## src/rtl/picorv32_mem_arbiter_if.sv

```systemverilog
`timescale 1ns/1ps
// picorv32_mem_arbiter_if
//   One picorv32-native memory port: valid/ready handshake, request fields and
//   the response (read data plus an error flag raised on watchdog completion).
//   master : side that issues requests (drives valid/instr/addr/wdata/wstrb)
//   slave  : side that answers them (drives ready/rdata/err)
//   The downstream memory has no error signal, so the master modport leaves
//   err out; only requester-facing ports carry it.
interface picorv32_mem_arbiter_if;
    logic        valid;
    logic        instr;
    logic [31:0] addr;
    logic [31:0] wdata;
    logic [3:0]  wstrb;
    logic        ready;
    logic [31:0] rdata;
    logic        err;

    modport master (
        output valid, instr, addr, wdata, wstrb,
        input  ready, rdata
    );

    modport slave (
        input  valid, instr, addr, wdata, wstrb,
        output ready, rdata, err
    );
endinterface

```

## src/rtl/picorv32_mem_arbiter.sv

```systemverilog
`timescale 1ns/1ps
// picorv32_mem_arbiter
//   Shares one picorv32-native memory port between two requesters (m0, m1).
//   One transfer in flight; the winner's request fields are latched at grant
//   and held on s until the slave answers or the watchdog expires.
// Ports
//   clk      : clock, all state on the rising edge
//   resetn   : asynchronous active-low reset
//   m0, m1   : requester ports (slave modport: requests in, ready/rdata/err out)
//   s        : downstream memory port (master modport)
//   grant    : one-hot owner of the current transfer, 0 when idle
//   timeout  : one-cycle pulse when the watchdog ends a transfer
// Parameters
//   FIXED_PRIO : 1 = m0 wins every tie, 0 = round-robin on ties
//   TIMEOUT    : busy cycles without s.ready before an error completion, 0 = off
//   ERR_RDATA  : read data returned with an error completion
module picorv32_mem_arbiter #(
    parameter bit          FIXED_PRIO = 1'b0,
    parameter int unsigned TIMEOUT    = 1024,
    parameter logic [31:0] ERR_RDATA  = 32'hDEADBEEF
) (
    input  logic                   clk,
    input  logic                   resetn,
    picorv32_mem_arbiter_if.slave  m0,
    picorv32_mem_arbiter_if.slave  m1,
    picorv32_mem_arbiter_if.master s,
    output logic [1:0]             grant,
    output logic                   timeout
);
    localparam int WDOG_W = (TIMEOUT == 0) ? 1 : $clog2(TIMEOUT + 1);
    localparam logic [WDOG_W-1:0] WDOG_LAST = (TIMEOUT == 0) ? '0 : WDOG_W'(TIMEOUT - 1);

    typedef enum logic {
        IDLE = 1'b0,
        BUSY = 1'b1
    } state_t;

    state_t            state_reg;
    logic [1:0]        grant_reg;
    logic              last_m1_reg;
    logic              s_valid_reg;
    logic              instr_reg;
    logic [31:0]       addr_reg;
    logic [31:0]       wdata_reg;
    logic [3:0]        wstrb_reg;
    logic [WDOG_W-1:0] wdog_reg;

    // Requesters gathered into arrays so selection and responses index by owner.
    logic [1:0]  req;
    logic [1:0]  req_instr;
    logic [31:0] req_addr  [2];
    logic [31:0] req_wdata [2];
    logic [3:0]  req_wstrb [2];

    assign req          = {m1.valid, m0.valid};
    assign req_instr    = {m1.instr, m0.instr};
    assign req_addr[0]  = m0.addr;
    assign req_addr[1]  = m1.addr;
    assign req_wdata[0] = m0.wdata;
    assign req_wdata[1] = m1.wdata;
    assign req_wstrb[0] = m0.wstrb;
    assign req_wstrb[1] = m1.wstrb;

    logic busy;
    logic complete;
    logic wdog_expire;
    logic finish;
    logic pick_m1;

    assign busy     = (state_reg == BUSY);
    assign complete = busy && s.ready;
    // A ready on the expiry cycle is a normal completion, so expiry needs !s.ready.
    assign wdog_expire = (TIMEOUT != 0) && busy && !s.ready && (wdog_reg == WDOG_LAST);
    assign finish      = complete || wdog_expire;
    // m1 wins when alone, or on a tie in round-robin mode when m0 was served last.
    assign pick_m1 = req[1] && (!req[0] || (!FIXED_PRIO && !last_m1_reg));

    // Responses are combinational off s.ready so the requester sees completion
    // in the same cycle the slave answers.
    logic [1:0]  rsp_ready;
    logic [1:0]  rsp_err;
    logic [31:0] rsp_rdata [2];

    generate
        for (genvar gi = 0; gi < 2; gi++) begin : g_rsp
            assign rsp_ready[gi] = grant_reg[gi] && finish;
            assign rsp_err[gi]   = grant_reg[gi] && wdog_expire;
            assign rsp_rdata[gi] = !grant_reg[gi] ? 32'h0 :
                                   complete       ? s.rdata :
                                   wdog_expire    ? ERR_RDATA : 32'h0;
        end
    endgenerate

    assign m0.ready = rsp_ready[0];
    assign m0.rdata = rsp_rdata[0];
    assign m0.err   = rsp_err[0];
    assign m1.ready = rsp_ready[1];
    assign m1.rdata = rsp_rdata[1];
    assign m1.err   = rsp_err[1];

    assign s.valid = s_valid_reg;
    assign s.instr = instr_reg;
    assign s.addr  = addr_reg;
    assign s.wdata = wdata_reg;
    assign s.wstrb = wstrb_reg;
    assign grant   = grant_reg;
    assign timeout = wdog_expire;

    always_ff @(posedge clk or negedge resetn) begin
        if (!resetn) begin
            state_reg   <= IDLE;
            grant_reg   <= 2'b00;
            last_m1_reg <= 1'b1;     // m0 takes the first tie after reset
            s_valid_reg <= 1'b0;
            instr_reg   <= 1'b0;
            addr_reg    <= 32'h0;
            wdata_reg   <= 32'h0;
            wstrb_reg   <= 4'h0;
            wdog_reg    <= '0;
        end else begin
            case (state_reg)
                IDLE: begin
                    if (|req) begin
                        state_reg   <= BUSY;
                        s_valid_reg <= 1'b1;
                        grant_reg   <= pick_m1 ? 2'b10 : 2'b01;
                        last_m1_reg <= pick_m1;
                        instr_reg   <= req_instr[pick_m1];
                        addr_reg    <= req_addr[pick_m1];
                        wdata_reg   <= req_wdata[pick_m1];
                        wstrb_reg   <= req_wstrb[pick_m1];
                        wdog_reg    <= '0;
                    end
                end
                BUSY: begin
                    if (finish) begin
                        state_reg   <= IDLE;
                        s_valid_reg <= 1'b0;
                        grant_reg   <= 2'b00;
                        wdog_reg    <= '0;
                    end else if (wdog_reg != '1) begin
                        // Saturates instead of wrapping when the watchdog is off.
                        wdog_reg <= wdog_reg + 1'b1;
                    end
                end
                default: state_reg <= IDLE;
            endcase
        end
    end
endmodule
```

## src/flat_wrapper.sv

```systemverilog
// flat-port wrapper written by rule: the top's interface ports become plain ports
module picorv32_mem_arbiter_flat 
#(
    parameter bit          FIXED_PRIO = 1'b0,
    parameter int unsigned TIMEOUT    = 1024,
    parameter logic [31:0] ERR_RDATA  = 32'hDEADBEEF
)
  (clk, resetn, grant, timeout, m0_valid, m0_instr, m0_addr, m0_wdata, m0_wstrb, m0_ready, m0_rdata, m0_err, m1_valid, m1_instr, m1_addr, m1_wdata, m1_wstrb, m1_ready, m1_rdata, m1_err, s_valid, s_instr, s_addr, s_wdata, s_wstrb, s_ready, s_rdata);
  picorv32_mem_arbiter_if m0_i ();
  picorv32_mem_arbiter_if m1_i ();
  picorv32_mem_arbiter_if s_i ();
  input  logic clk;
  input  logic resetn;
  output logic [1:0] grant;
  output logic timeout;
  input wire logic [$bits(m0_i.valid)-1:0] m0_valid;
  input wire logic [$bits(m0_i.instr)-1:0] m0_instr;
  input wire logic [$bits(m0_i.addr)-1:0] m0_addr;
  input wire logic [$bits(m0_i.wdata)-1:0] m0_wdata;
  input wire logic [$bits(m0_i.wstrb)-1:0] m0_wstrb;
  output wire logic [$bits(m0_i.ready)-1:0] m0_ready;
  output wire logic [$bits(m0_i.rdata)-1:0] m0_rdata;
  output wire logic [$bits(m0_i.err)-1:0] m0_err;
  input wire logic [$bits(m1_i.valid)-1:0] m1_valid;
  input wire logic [$bits(m1_i.instr)-1:0] m1_instr;
  input wire logic [$bits(m1_i.addr)-1:0] m1_addr;
  input wire logic [$bits(m1_i.wdata)-1:0] m1_wdata;
  input wire logic [$bits(m1_i.wstrb)-1:0] m1_wstrb;
  output wire logic [$bits(m1_i.ready)-1:0] m1_ready;
  output wire logic [$bits(m1_i.rdata)-1:0] m1_rdata;
  output wire logic [$bits(m1_i.err)-1:0] m1_err;
  output wire logic [$bits(s_i.valid)-1:0] s_valid;
  output wire logic [$bits(s_i.instr)-1:0] s_instr;
  output wire logic [$bits(s_i.addr)-1:0] s_addr;
  output wire logic [$bits(s_i.wdata)-1:0] s_wdata;
  output wire logic [$bits(s_i.wstrb)-1:0] s_wstrb;
  input wire logic [$bits(s_i.ready)-1:0] s_ready;
  input wire logic [$bits(s_i.rdata)-1:0] s_rdata;
  assign m0_i.valid = m0_valid;
  assign m0_i.instr = m0_instr;
  assign m0_i.addr = m0_addr;
  assign m0_i.wdata = m0_wdata;
  assign m0_i.wstrb = m0_wstrb;
  assign m0_ready = m0_i.ready;
  assign m0_rdata = m0_i.rdata;
  assign m0_err = m0_i.err;
  assign m1_i.valid = m1_valid;
  assign m1_i.instr = m1_instr;
  assign m1_i.addr = m1_addr;
  assign m1_i.wdata = m1_wdata;
  assign m1_i.wstrb = m1_wstrb;
  assign m1_ready = m1_i.ready;
  assign m1_rdata = m1_i.rdata;
  assign m1_err = m1_i.err;
  assign s_valid = s_i.valid;
  assign s_instr = s_i.instr;
  assign s_addr = s_i.addr;
  assign s_wdata = s_i.wdata;
  assign s_wstrb = s_i.wstrb;
  assign s_i.ready = s_ready;
  assign s_i.rdata = s_rdata;
  picorv32_mem_arbiter #(.FIXED_PRIO(FIXED_PRIO), .TIMEOUT(TIMEOUT), .ERR_RDATA(ERR_RDATA)) u_core (.clk(clk), .resetn(resetn), .m0(m0_i), .m1(m1_i), .s(s_i), .grant(grant), .timeout(timeout));
endmodule
```

## config.mk

```make
export PLATFORM = sky130hd
export DESIGN_NAME = picorv32_mem_arbiter_flat
export DESIGN_NICKNAME = d
export VERILOG_FILES = /design/src/rtl/picorv32_mem_arbiter_if.sv /design/src/rtl/picorv32_mem_arbiter.sv /design/src/flat_wrapper.sv
export SDC_FILE = /design/constraint.sdc
export NUM_CORES = 1
export LEC_CHECK = 0
export CAP_MARGIN = 20
export CELL_PAD_IN_SITES_DETAIL_PLACEMENT = 1
export CELL_PAD_IN_SITES_GLOBAL_PLACEMENT = 1
export CORE_AREA = 2 2 124 126
export CTS_CLUSTER_DIAMETER = 150
export DETAILED_ROUTE_END_ITERATION = 8
export DIE_AREA = 0 0 126 128
export DONT_BUFFER_PORTS = 1
export PLACE_DENSITY = 0.55
export SYNTH_ARGS = -nofsm -noshare
export SYNTH_HDL_FRONTEND = slang
export SYNTH_SLANG_ARGS = --single-unit
```

## constraint.sdc

```tcl
create_clock -name clk -period 2.6 [get_ports clk]
set_input_delay 0.52 -clock clk [delete_from_list [all_inputs] [get_ports clk]]
set_output_delay 0.52 -clock clk [all_outputs]
set_load 0.005 [all_outputs]
```

==> run metrics <==
number of synthesized flops with an enable pin 0; maximum VDD drop 0.422 mV; fin util 0.367; num rows 45; CP arrival roughly 2100 ps; CTS buffer count 9; core area 14900 sq um; period utilization 1.01; GRT Total Usage 0.165; die area about 16000 sq um; drt total wl 15300 microns; flop-to-flop setup slack between 300 and 400 ps; failing checks setup timing; clk_skew 4.17 ps; Netlist cell types 37; largest net degree at the start of global routing 85; asr flop ratio synth 1.00; Worst slew margin 0.498; area grow syn2layout 32.5%; PortBufs 0; predominant post-synthesis flop cell dfrtp_1; Max Transition Viols Final 0; Crit Path Class flop to output port; Mapped Cells roughly 430; RSZ-0062 raised after global routing true; Synth area leader dfrtp_1; R2R cell count 7; total grt overflow 0; Die X 126 microns; Synth top area share 0.511; cell area after synthesis 4110 sq um; Min Clock Period, post-route 2620 ps; CTS tree done; CP max FO 6; GPL Wtd Cong between 0.8 and 0.9; sequential area share after synthesis 0.517; r2r startpoint u_core.wdog_reg[1]; switching share of power 0.395; Nets 603; starting density of the core 0.277; worst min-delay path class input pin to async pin; share of layout cells above drive strength 1 0.250; worst slew pin tran ~750 ps; register area 2130 sq um; Fin. Hold Viols 0; HPWL Detailed 10400 microns; Comb pwr share 0.280; # Max-Cap Violations 0; via-per-instance ratio 6.10; number of global-route vias before repair 3637; DR DRC count 0; synthesized area per cell ~9.7 sq um; multi-input logic area 2100 sq um; Clock Latency Late Sink 340 ps; via count 3791; H-tree depth 3; first-pass GRT wire length ~20000 microns; Sequential Power Share 0.474; drt wl/cell 24.6 microns; P_sw 0.00195 W; Boundary Pins 316; clk slew on worst S/H paths 70 ps; Startpoint Class flop; Post-synth top cells 84 x dfrtp_1, 72 x inv_1, 69 x a222oi_1, 49 x a21oi_1, 33 x nand2_1; Worst EP required 2080 ps; Clock power frac 0.246; Final WS setup -18.6 ps; Lkg Pwr roughly 2.5 nW; die height approximately 130 microns; number of nets with antenna violations after routing 0; outcome finished with violations; initial antenna violation count 1; Pint approximately 0.003 W; Fmax achieved 382 MHz; final hold slack 71.1 ps; register bit total from synthesis 85; count leader, synth dfrtp_1; DRT Pass-1 Iters 9; DRT iter0 DRCs 352; Fill cells 1609; FF-to-FF End u_core.wdog_reg[8]; final setup TNS -160 ps; endpoint class of the critical path output port; PwrDens 908 nW/um^2; Synth Net Count 601; root buffer cell clkbuf_16; YS warnings 0; CTS sink cnt 85; Synth area leaders dfrtp_1 51%, a222oi_1 17%, inv_1 6.6%, a21oi_1 6.0%, nand2_1 3.0%; Final Setup Violations 22; Longest Clk Path Bufs 2
==> stage by stage <==
step	cells	total power [W]	instance area, sq um	worst slack (ps)
CTS	608	0.00479	4740	-15.3
global route	620	0.00526	5450	-65.8
finish	621	0.00495	5450	-18.6
floorplan	425	0.00302	4110	393
global placement	587	0.00343	4360	313
detailed placement	587	0.00348	4360	261
==> cells in the final DEF (no fill, tap or decap), drive strengths merged, types with 2 or more instances in the layout <==
cell type	n
a21o	2
a21oi	49
a222oi	69
a31o	2
a31oi	8
and3	17
buf	26
clkbuf	13
clkinv	5
dfrtp	84
inv	76
nand2	33
nand2b	2
nand3	3
nand4	2
nor2	11
o21ai	7
o21ba	2
o31ai	4
or4	2
==> power by group through the flow <==
stage	combinational, W	sequential (W)	clock (W)
floorplan	0.000874	0.00215	0
global placement	0.00107	0.00237	0
detailed placement	0.00113	0.00235	0
CTS	0.00118	0.00234	0.00126
global route	0.00156	0.00239	0.00131
finish	0.00139	0.00235	0.00121
==> cell type report <==
class                           count  area share
Sequential cell                    85       0.391
Multi-Input combinational cell    225       0.385
Timing Repair Buffer               31      0.0762
Inverter                           75      0.0526
Tap cell                          188      0.0432
Clock buffer                        9      0.0413
Clock inverter                      7      0.0108
Antenna cell                        1    0.000459
==> cell families after synthesis <==
| group | synth area share |
|---|---|
| simple gates | 0.0937 |
| flops | 0.517 |
| fa+ha+maj | 0.00304 |
| buf+inv | 0.107 |
| xor+xnor | 0.00213 |
| compound gates | 0.277 |
==> what timing repair did <==
item | 4_1_cts | 5_1_grt
setup endpoints to repair | 19 | 48
endpoints found under the hold margin | 84 | 0
gates cloned | 1 | 6
gates resized for setup | 5 | 95
buffers inserted | 2 | 6
hold buffers | 2 | 0
pin swaps | 0 | 4
==> critical path, stage by stage (launching register included) <==
cell,delay (ps)
dfrtp_1,400
ha_4,170
nand3_4,80
or4_4,620
buf_12,170
clkbuf_16,170
a21oi_4,140
==> routing by layer <==
layer	track usage	vias up	wire length, microns	part of all wire
met2	0.292	258	8050	0.53
met5	0	-	0	0
met3	0.0639	19	1660	0.11
met4	0.0588	0	366	0.024
li1	-	1596	-	-
met1	0.180	1918	5210	0.34
==> worst max path at each step <==
stage                                  start            to  slack [ps]
after detailed placement  u_core.wdog_reg[0]      m0_ready         260
after global routing      u_core.wdog_reg[1]  m0_rdata[27]         -70
after global placement               s_ready      m1_ready         310
after floorplan           u_core.wdog_reg[0]   m0_rdata[0]         390
final                     u_core.wdog_reg[1]  m0_rdata[10]         -20
after CTS                 u_core.wdog_reg[0]  m1_rdata[19]         -20
(Power assumes the default switching activity.)
